<file path="config.mk">
export PLATFORM = sky130hd
export DESIGN_NAME = car_motion_ctrl
export DESIGN_NICKNAME = d
export VERILOG_FILES = /design/src/rtl/car_pkg.sv /design/src/rtl/car_pwm_gen.sv /design/src/rtl/car_motion_ctrl.sv
export SDC_FILE = /design/constraint.sdc
export NUM_CORES = 1
export LEC_CHECK = 0
export BUFFER_PORTS_ARGS = -buffer_cell sky130_fd_sc_hd__buf_2
export CORE_ASPECT_RATIO = 1.4
export CORE_MARGIN = 2
export CORE_UTILIZATION = 30
export DETAILED_ROUTE_END_ITERATION = 8
export PLACE_DENSITY = 0.58
export SYNTH_ARGS = -nofsm -noshare
export SYNTH_HDL_FRONTEND = slang
export SYNTH_HIERARCHICAL = 1
export SYNTH_SLANG_ARGS = --single-unit
</file>
<file path="constraint.sdc">
create_clock -name clk -period 3.8 [get_ports clk]
set_input_delay 0.19 -clock clk [delete_from_list [all_inputs] [get_ports clk]]
set_output_delay 0.19 -clock clk [all_outputs]
set_load 0.005 [all_outputs]
</file>
<file path="src/rtl/car_pkg.sv">
// car_pkg: shared types for the car drive/steer controller.
// Drive-state enum, direction code, stepper coil table, target decode.
package car_pkg;

  typedef enum logic [2:0] {
    IDLE     = 3'd0,
    RUN_FWD  = 3'd1,
    RUN_REV  = 3'd2,
    STOPPING = 3'd3,
    BRAKE    = 3'd4
  } drive_state_e;

  typedef enum logic [1:0] {
    DIR_NONE = 2'd0,
    DIR_FWD  = 2'd1,
    DIR_REV  = 2'd2
  } dir_e;

  // Wave drive, entry 0 is the rightmost nibble.
  localparam logic [3:0][3:0] COIL_SEQ = {
    4'b1000, 4'b0100, 4'b0010, 4'b0001
  };

  function automatic dir_e target_dir(
    input logic f,
    input logic b
  );
    unique case ({f, b})
      2'b10:   return DIR_FWD;
      2'b01:   return DIR_REV;
      default: return DIR_NONE;
    endcase
  endfunction

endpackage

</file>
<file path="src/rtl/car_pwm_gen.sv">
// car_pwm_gen: free-running PWM counter and registered comparator.
// Ports: clk, rst, i_en (gate), i_duty, o_pwm.
module car_pwm_gen #(
  parameter int PWM_W = 8
) (
  input  logic             clk,
  input  logic             rst,
  input  logic             i_en,
  input  logic [PWM_W-1:0] i_duty,
  output logic             o_pwm
);

  logic [PWM_W-1:0] r_cnt;
  logic             r_pwm;

  always_ff @(posedge clk) begin
    if (rst) begin
      r_cnt <= '0;
      r_pwm <= 1'b0;
    end else begin
      r_cnt <= r_cnt + PWM_W'(1);
      r_pwm <= i_en && (r_cnt < i_duty);
    end
  end

  assign o_pwm = r_pwm;

endmodule

</file>
<file path="src/rtl/car_motion_ctrl.sv">
// car_motion_ctrl: ramped DC drive FSM, safe reversal, limited stepper.
// Ports: clk, rst, manual/brake/centre/auto/line inputs; motor_ft/bk/pwm,
// duty, step_coil, steer_pos, drive_state. Option: CAR_LINE_FOLLOW_EN.
module car_motion_ctrl
  import car_pkg::*;
#(
  parameter int PWM_W     = 8,
  parameter int DUTY_MAX  = 200,
  parameter int DUTY_AUTO = 120,
  parameter int RAMP_DIV  = 50000,
  parameter int STEP_DIV  = 100000,
  parameter int STEER_MAX = 64,
  localparam int SW = $clog2(STEER_MAX) + 2
) (
  input  logic                 clk,
  input  logic                 rst,
  input  logic                 forward,
  input  logic                 backward,
  input  logic                 left,
  input  logic                 right,
  input  logic                 car_break_signal,
  input  logic                 init_rotate_signal,
  input  logic                 auto_mode_signal,
  input  logic                 left_line_signal,
  input  logic                 right_line_signal,
  output logic                 motor_ft,
  output logic                 motor_bk,
  output logic                 motor_pwm,
  output logic [PWM_W-1:0]     duty,
  output logic [3:0]           step_coil,
  output logic signed [SW-1:0] steer_pos,
  output logic [2:0]           drive_state
);

  localparam int RW = (RAMP_DIV > 1) ? $clog2(RAMP_DIV) : 1;
  localparam int TW = (STEP_DIV > 1) ? $clog2(STEP_DIV) : 1;
  localparam logic [RW-1:0] RAMP_LAST = RW'(RAMP_DIV - 1);
  localparam logic [TW-1:0] STEP_LAST = TW'(STEP_DIV - 1);
  localparam logic [PWM_W-1:0] CR_MAN  = PWM_W'(DUTY_MAX);
  localparam logic [PWM_W-1:0] CR_AUTO = PWM_W'(DUTY_AUTO);
  localparam logic signed [SW-1:0] POS_MAX  = SW'(STEER_MAX);
  localparam logic signed [SW-1:0] POS_MIN  = -POS_MAX;
  localparam logic signed [SW-1:0] POS_ZERO = '0;
  localparam logic signed [SW-1:0] POS_ONE  = SW'(1);

  logic [RW-1:0] r_ramp_cnt;
  logic [TW-1:0] r_step_cnt;
  logic w_ramp_tick;
  logic w_step_tick;

  drive_state_e r_state, w_state_nxt;
  dir_e r_held, w_held_nxt;
  dir_e w_tgt;
  logic [PWM_W-1:0] r_duty, w_duty_nxt;
  logic [PWM_W-1:0] w_cruise;
  logic r_ft, r_bk;
  logic w_ft_nxt, w_bk_nxt;

  logic signed [SW-1:0] r_pos, w_pos_nxt;
  logic [1:0] r_phase, w_phase_nxt;
  logic [3:0] r_coil;

  logic w_f, w_b, w_l, w_r, w_ctr;

  assign w_ramp_tick = (r_ramp_cnt == RAMP_LAST);
  assign w_step_tick = (r_step_cnt == STEP_LAST);

  always_comb begin
    w_f      = forward;
    w_b      = backward;
    w_l      = left & ~right;
    w_r      = right & ~left;
    w_ctr    = init_rotate_signal;
    w_cruise = CR_MAN;
`ifdef CAR_LINE_FOLLOW_EN
    if (auto_mode_signal) begin
      w_f      = ~(left_line_signal & right_line_signal);
      w_b      = 1'b0;
      w_l      = left_line_signal & ~right_line_signal;
      w_r      = right_line_signal & ~left_line_signal;
      w_ctr    = ~left_line_signal & ~right_line_signal;
      w_cruise = CR_AUTO;
    end
`endif
  end

`ifndef CAR_LINE_FOLLOW_EN
  logic w_unused;
  assign w_unused = ^{auto_mode_signal, left_line_signal,
                      right_line_signal, CR_AUTO};
`endif

  assign w_tgt = target_dir(w_f, w_b);

  always_comb begin
    w_state_nxt = r_state;
    w_duty_nxt  = r_duty;
    w_held_nxt  = r_held;
    if (car_break_signal) begin
      w_state_nxt = BRAKE;
      w_duty_nxt  = '0;
    end else begin
      unique case (r_state)
        IDLE: begin
          w_duty_nxt = '0;
          if (w_tgt == DIR_FWD) begin
            w_state_nxt = RUN_FWD;
            w_held_nxt  = DIR_FWD;
          end else if (w_tgt == DIR_REV) begin
            w_state_nxt = RUN_REV;
            w_held_nxt  = DIR_REV;
          end
        end
        RUN_FWD, RUN_REV: begin
          if (w_tgt != r_held) begin
            w_state_nxt = STOPPING;
          end else if (w_ramp_tick) begin
            if (r_duty < w_cruise)
              w_duty_nxt = r_duty + PWM_W'(1);
            else if (r_duty > w_cruise)
              w_duty_nxt = r_duty - PWM_W'(1);
          end
        end
        STOPPING: begin
          if (r_duty == '0)
            w_state_nxt = IDLE;
          else if (w_tgt == r_held)
            w_state_nxt = (r_held == DIR_FWD) ? RUN_FWD : RUN_REV;
          else if (w_ramp_tick)
            w_duty_nxt = r_duty - PWM_W'(1);
        end
        default: begin
          w_state_nxt = IDLE;
          w_duty_nxt  = '0;
        end
      endcase
    end
  end

  // Pins follow the held direction while coasting down in STOPPING.
  always_comb begin
    w_ft_nxt = 1'b0;
    w_bk_nxt = 1'b0;
    unique case (w_state_nxt)
      RUN_FWD:  w_ft_nxt = 1'b1;
      RUN_REV:  w_bk_nxt = 1'b1;
      STOPPING: begin
        w_ft_nxt = (w_held_nxt == DIR_FWD);
        w_bk_nxt = (w_held_nxt == DIR_REV);
      end
      BRAKE: begin
        w_ft_nxt = 1'b1;
        w_bk_nxt = 1'b1;
      end
      default: ;
    endcase
  end

  always_comb begin
    w_pos_nxt   = r_pos;
    w_phase_nxt = r_phase;
    if (w_step_tick) begin
      if (w_l) begin
        if (r_pos > POS_MIN) begin
          w_pos_nxt   = r_pos - POS_ONE;
          w_phase_nxt = r_phase - 2'd1;
        end
      end else if (w_r) begin
        if (r_pos < POS_MAX) begin
          w_pos_nxt   = r_pos + POS_ONE;
          w_phase_nxt = r_phase + 2'd1;
        end
      end else if (w_ctr && (r_pos != POS_ZERO)) begin
        if (r_pos > POS_ZERO) begin
          w_pos_nxt   = r_pos - POS_ONE;
          w_phase_nxt = r_phase - 2'd1;
        end else begin
          w_pos_nxt   = r_pos + POS_ONE;
          w_phase_nxt = r_phase + 2'd1;
        end
      end
    end
  end

  always_ff @(posedge clk) begin
    if (rst) begin
      r_ramp_cnt <= '0;
      r_step_cnt <= '0;
      r_state    <= IDLE;
      r_held     <= DIR_NONE;
      r_duty     <= '0;
      r_ft       <= 1'b0;
      r_bk       <= 1'b0;
      r_pos      <= '0;
      r_phase    <= 2'd0;
      r_coil     <= COIL_SEQ[0];
    end else begin
      r_ramp_cnt <= w_ramp_tick ? '0 : r_ramp_cnt + RW'(1);
      r_step_cnt <= w_step_tick ? '0 : r_step_cnt + TW'(1);
      r_state    <= w_state_nxt;
      r_held     <= w_held_nxt;
      r_duty     <= w_duty_nxt;
      r_ft       <= w_ft_nxt;
      r_bk       <= w_bk_nxt;
      r_pos      <= w_pos_nxt;
      r_phase    <= w_phase_nxt;
      r_coil     <= COIL_SEQ[w_phase_nxt];
    end
  end

  car_pwm_gen #(
    .PWM_W(PWM_W)
  ) u_pwm (
    .clk   (clk),
    .rst   (rst),
    .i_en  (w_state_nxt != BRAKE),
    .i_duty(w_duty_nxt),
    .o_pwm (motor_pwm)
  );

  assign motor_ft    = r_ft;
  assign motor_bk    = r_bk;
  assign duty        = r_duty;
  assign step_coil   = r_coil;
  assign steer_pos   = r_pos;
  assign drive_state = r_state;

endmodule

</file>
==> results of run 1 <==
## per-layer routing
metal	up-vias	wire length (um)	GRT usage
met5	-	0	0
met3	34	445	0.0287
met1	1812	4100	0.143
met4	0	387	0.0727
met2	112	5190	0.244
li1	1912	-	-
## area by class of cell
type                       count  area (um2)
fill                        1533        9400
multi-input combinational    401        2730
sequential                    71        1420
clock buffer                  11         243
tap                          189         236
timing repair buffer          35         180
clock inverter                 5         129
inverter                      28         105
## synthesized netlist by cell type, drive strengths merged, types with 4 or more instances
library cell,instances,area [um2]
buf,11,81.3
nor3b,5,42.5
o21a,4,30.0
a21oi,23,123
o22ai,6,51.3
or2,4,25.0
a21o,5,37.5
nor2,79,299
a31oi,6,37.5
nor2b,4,25.0
nor3,15,91.3
and4,4,36.3
clkbuf,16,60.1
nand3,26,135
nand4,16,100
xnor2,23,209
nand2,24,90.1
xor2,26,235
ha,20,250
inv,28,105
and2,7,43.8
o21ai,16,80.1
o211ai,4,43.8
a211oi,10,90.1
or4,4,33.8
nand2b,6,37.5
dfxtp,71,1420
or3,5,36.3
and3,13,86.3
nor4,4,46.3
## through the flow
stage	util	instance area, um2
4_1_cts	0.349	5040
6_report	0.349	5040
3_5_place_dp	0.323	4670
2_1_floorplan	-	4410
5_1_grt	0.349	5040
3_3_place_gp	0.323	4670
## logic make-up (layout without fill, tap and decap cells)
| logic type | count (synthesis) | count (layout) | synth area share |
|---|---|---|---|
| flip-flops | 71 | 71 | 0.323 |
| multiplexers | 3 | 3 | 0.00681 |
| AND/OR/NAND/NOR | 230 | 230 | 0.288 |
| adder cells (fa/ha/maj) | 20 | 20 | 0.0568 |
| XOR/XNOR | 49 | 49 | 0.101 |
| AO/OA/AOI/OAI | 99 | 99 | 0.167 |
| buffers and inverters | 56 | 79 | 0.0582 |
## path summary, 6_finish.rpt
kind	to	cells past startpoint	slack (ps)
worst min register to register	r_step_cnt[0]	1	450
worst max register to register	u_pwm/o_pwm	14	550
worst min-delay path	r_held[0]	3	170
worst max-delay path	u_pwm/o_pwm	14	550
## flip-flops by register name, summed over array words and instances, names as in the netlist, 2 cells and up
name and count:
step_coil 4, r_phase 2, r_held 2, duty 8
steer_pos 8, u_pwm/r_cnt 8, r_ramp_cnt 16, drive_state 3
r_step_cnt 17
## critical path: cells and delay by family (launching register included)
kind	cells	cell delay, ps
buf+inv	2	140
simple gates	4	970
fa+ha+maj	2	660
flops	1	380
compound gates	6	1060
## power breakdown
group	leakage [nW]	internal, mW	switching (mW)
Clock	0.180	0.727	0.322
Sequential	0.575	0.758	0.0136
Combinational	1.12	0.0462	0.0735
Total	1.87	1.53	0.409
==> metrics, run 1 <==
status complete, no violations; Synth Cell Area 4410 um2; GRT Util Overall 0.134; gr ovfl total 0; WP data arrival 3530 ps; CP Launch Point r_held[1]; area grow syn2layout 14.5%; Rel. slew slack 0.526; post-synthesis register bit count 71; Largest stage delay, worst path 380 ps; Final nets 577; post-place setup slack 555 ps; PortBufs 33; final period utilization 0.856; RSZ-0062 raised after global routing false; Clock Pin Slew Worst Setup and Hold Paths 60 ps; CTS max path bufs 2; die height 147 um; GPL Wtd Cong 0.927; total power between 1.5 and 2 mW; sequential share of the synthesized area 0.323; initial DRC count 128; final hold viol count 0; crit path capture type flop; Mapped Cells 528; core footprint between 10,000 and 15,000 um2; Final Skew 11.0 ps; Power Dens Cells 385 nW/um2; Setup Total Neg Slack 0 ps; dpl cells 724; WP data required between 4000 and 5000 ps; root buf cell clkbuf_16; share of layout cells above drive strength 1 0.142; postcts setup bufs 0; Post-synth EDFFs 0; min-delay worst type primary input to flop; Initial Util 0.305; die footprint 15,700 um2; Inserted Clock Buffers 9; drt drc 0; pin count of the biggest net entering global routing 36; setup violators final 0; asr flop ratio synth 0; Syn Nets 559; worst-path fanout max 7; post-CTS resize count 0; clock latency on the worst-skew pair 330 ps; WHS approximately 170 ps; Yosys cell types between 80 and 90; global-route wire length before repair around 17,000 um; ANT nets after route 0; # hold bufs at CTS 0; final wirelength 10,100 um; Non-Filler Instances between 700 and 800; crit path cell chain inv_1, ha_1, and4bb_1, a21o_1, nor3_1, nor2_1, a211o_1, a21oi_1, inv_1, ha_1, o211ai_1, a21oi_1, nor4_1, o21a_1; CTS tree done; most common cell after layout, fill and taps aside nor2_1; fmax 307 MHz; die width 106 um; syn_area_per_cell 8.35 um2; Initial DRT Pass Iterations 4; VDD IR max 0.000181 V; CP Class flop to flop; WL per Instance 13.7 um; Antenna diodes 0; H-tree levels 3; hold_sp forward; Tightest Pin Transition between 700 and 800 ps; detailed placer's ending HPWL 7510 um; initial antenna violation count 0; Worst R2R Start r_held[1]; final worst slack 547 ps; total vias in the final route about 3,900; Synthesis Warnings 6; Ports 37; Worst Setup Start Kind flop; vias in the first global route between 3,000 and 4,000; fin crit period 3250 ps; most frequent cells in the layout 78 x nor2_1, 71 x dfxtp_1, 33 x buf_2; Max-Cap Viols 0; Final Slew Violations 0; drt via density 5.23; top_reg_cell synth dfxtp_1; Sink Count 71; leakage dissipation between 1.5 and 2 nW; slowest CP cell dfxtp_1; # rows 52
(Power assumes the default switching activity.)
==> inputs of run 2 (changes only) <==
Settings changed: ABC_AREA set to 1.
==> run 2 against run 1 <==
Register-to-register slack better by 660 ps. Critical endpoint unchanged. Sequential cell count stayed put. Count of clock-buffer cells in the layout stayed put. Final area is 2.5% higher. Combinational power is 26% lower. Clock power hardly changed. Largest cell class unchanged. Sequential power is 0.6% lower.
==> metrics, run 2 <==
die height 148 um; fin crit period between 2000 and 3000 ps; WP data arrival 2860 ps; worst-path fanout max 8; fmax 386 MHz; initial antenna violation count 0; fin area ~5200 um2; final hold viol count 0; initial DRC count 161; gr ovfl total 0; # rows 52; Synth Cell Area between 4000 and 5000 um2; Sink Count just over 70; Clock Pin Slew Worst Setup and Hold Paths about 60 ps; area grow syn2layout 15.7%; Synth area leaders dfxtp_1 32%, nand2_1 16%, inv_1 7.4%, nor2_1 7.2%, nand3_1 6.6%; CTS max path bufs 2; Synth Area in Adders 0.0560; GPL Wtd Cong about 0.83; CTS tree done; total vias in the final route 4,146; root buf cell clkbuf_16; Biggest register r_step_cnt; top cells by count, synth 194 x nand2_1, 88 x inv_1, 86 x nor2_1, 71 x dfxtp_1, 59 x nand3_1; most common cell after layout, fill and taps aside nand2_1; Setup Total Neg Slack 0 ps; Yosys cell types between 40 and 50; RSZ-0062 raised after global routing false; Initial DRT Pass Iterations 4; crit path capture type flop; Final Slew Violations 0; # hold bufs at CTS 0; crit path cell chain inv_1, ha_1, inv_1, nor3_1, nand3_1, and2_1, nand3_1, nand2_1, nand2_1, inv_1, inv_1, ha_1, a21oi_1, nand2_1, nand2_1, nand3_1, nor2_1; XOR/XNOR Fraction of Synth Area 0.0392; Mapped Cells 697; area share of and/or/nand/nor cells after synthesis 0.402; H-tree levels 3; most frequent cells in the layout 194 x nand2_1, 88 x inv_1, 86 x nor2_1; GRT Util Overall 0.133; Syn Nets ~730; final wirelength 9780 um; Worst Setup Start Kind flop; top_reg_cell synth dfxtp_1; Antenna diodes 0; # fillers around 1,600; slowest CP cell dfxtp_1; drt via density 4.50; asr flop ratio synth 0; Power Dens Cells around 370 nW/um2; vias in the first global route around 3,900; Initial Util 0.308; status complete, no violations; Post-synth EDFFs 0; Synthesis Warnings 6; Largest stage delay, worst path 430 ps; global-route wire length before repair 17,200 um; utilization after layout 0.356; leakage dissipation 2.48 nW; Tightest Pin Transition 605 ps; max reg flops 17; post-synthesis compound-gate area fraction 0.0823; ANT nets after route 0; Final nets between 700 and 800; post-CTS resize count 0; Rel. slew slack 0.595; Max-Cap Viols 0; VDD IR max 0.000233 V; Ports 37; drt drc 0; dpl cells 906; post-place setup slack 1180 ps; WP data required between 4000 and 5000 ps; WL per Instance 10.6 um; sequential share of the synthesized area 0.318; setup violators final 0; pin count of the biggest net entering global routing 27; Yosys top cell area share 0.318; clock latency on the worst-skew pair 330 ps; PortBufs 33; Placed Area 4800 um2; Inserted Clock Buffers 9; Non-Filler Instances approximately 900; Largest regs r_step_cnt (17), r_ramp_cnt (16); Final Skew about 8.3 ps; die footprint about 16,000 um2; detailed placer's ending HPWL 7580 um; most frequent cell after synthesis nand2_1; largest family of logic cells by synthesized area simple AND/OR/NAND/NOR gates; post-synthesis register bit count 71; dominant cell type by area after synthesis dfxtp_1; CP Class flop to flop; die width about 110 um; share of layout cells above drive strength 1 0.124; final period utilization 0.682; final worst slack roughly 1200 ps; mux share of post-synthesis cell area 0; min-delay worst type primary input to flop; postcts setup bufs 0; core footprint 14,500 um2; syn_area_per_cell 6.41 um2
## run 2: changes by cell type in the layout (fill, tap and decap cells not counted), moves of 7 or more
cell / change
nand2_1: +170
nand3_1: +34
xnor2_1: -17
xor2_1: -10
inv_2: +12
nor2_1: +8
a21oi_1: +11
inv_1: +60
and3_1: -12
a211oi_1: -7
## run 2: metal layers
| layer | global-route usage | routed length, um | vias up |
|---|---|---|---|
| met2 | 0.253 | 5180 | 38 |
| met1 | 0.146 | 4250 | 1829 |
| li1 | - | - | 2269 |
| met4 | 0.0545 | 168 | 0 |
| met5 | 0 | 0 | - |
| met3 | 0.0175 | 184 | 10 |
## run 2: worst max-delay path, delay by kind of cell, from the launching register on
kind	cells	cell delay, ps
AO/OA/AOI/OAI	1	150
adder cells (fa/ha/maj)	2	520
buffers and inverters	4	330
flip-flops	1	430
AND/OR/NAND/NOR	10	1110
## run 2: worst paths after layout
path	cells after the start	start	slack, ps	end
max	17	duty[0]	1210	u_pwm/o_pwm
min	3	car_break_signal	260	r_held[0]
max reg2reg	17	duty[0]	1210	u_pwm/o_pwm
min reg2reg	1	r_step_cnt[0]	450	r_step_cnt[0]
## run 2: layout make-up
type	count	area [um2]	area share
multi-input cells	511	2590	0.501
well taps	189	236	0.0457
clock inverters	5	129	0.0249
inverters	101	380	0.0736
repair buffers	34	173	0.0334
clock buffers	11	243	0.0469
flip-flops and latches	71	1420	0.275
## run 2: logic make-up after synthesis
logic type                 after synthesis
AOI/OAI and AO/OA                       67
xor gates and xnor gates                20
adders and majority gates               20
buffers and inverters                  115
DFF                                     71
and+or+nand+nor                        404
## run 2: report_power, final
part,switching [mW],internal [mW]
combinational,0.0588,0.0294
sequential,0.00873,0.757
clock,0.316,0.727
## run 2: metrics by stage
stage,power (mW),hold WS (ps)
6_report,1.90,257
5_1_grt,1.98,331
4_1_cts,1.93,245
3_5_place_dp,0.872,440
3_3_place_gp,0.871,435
2_1_floorplan,0.845,257
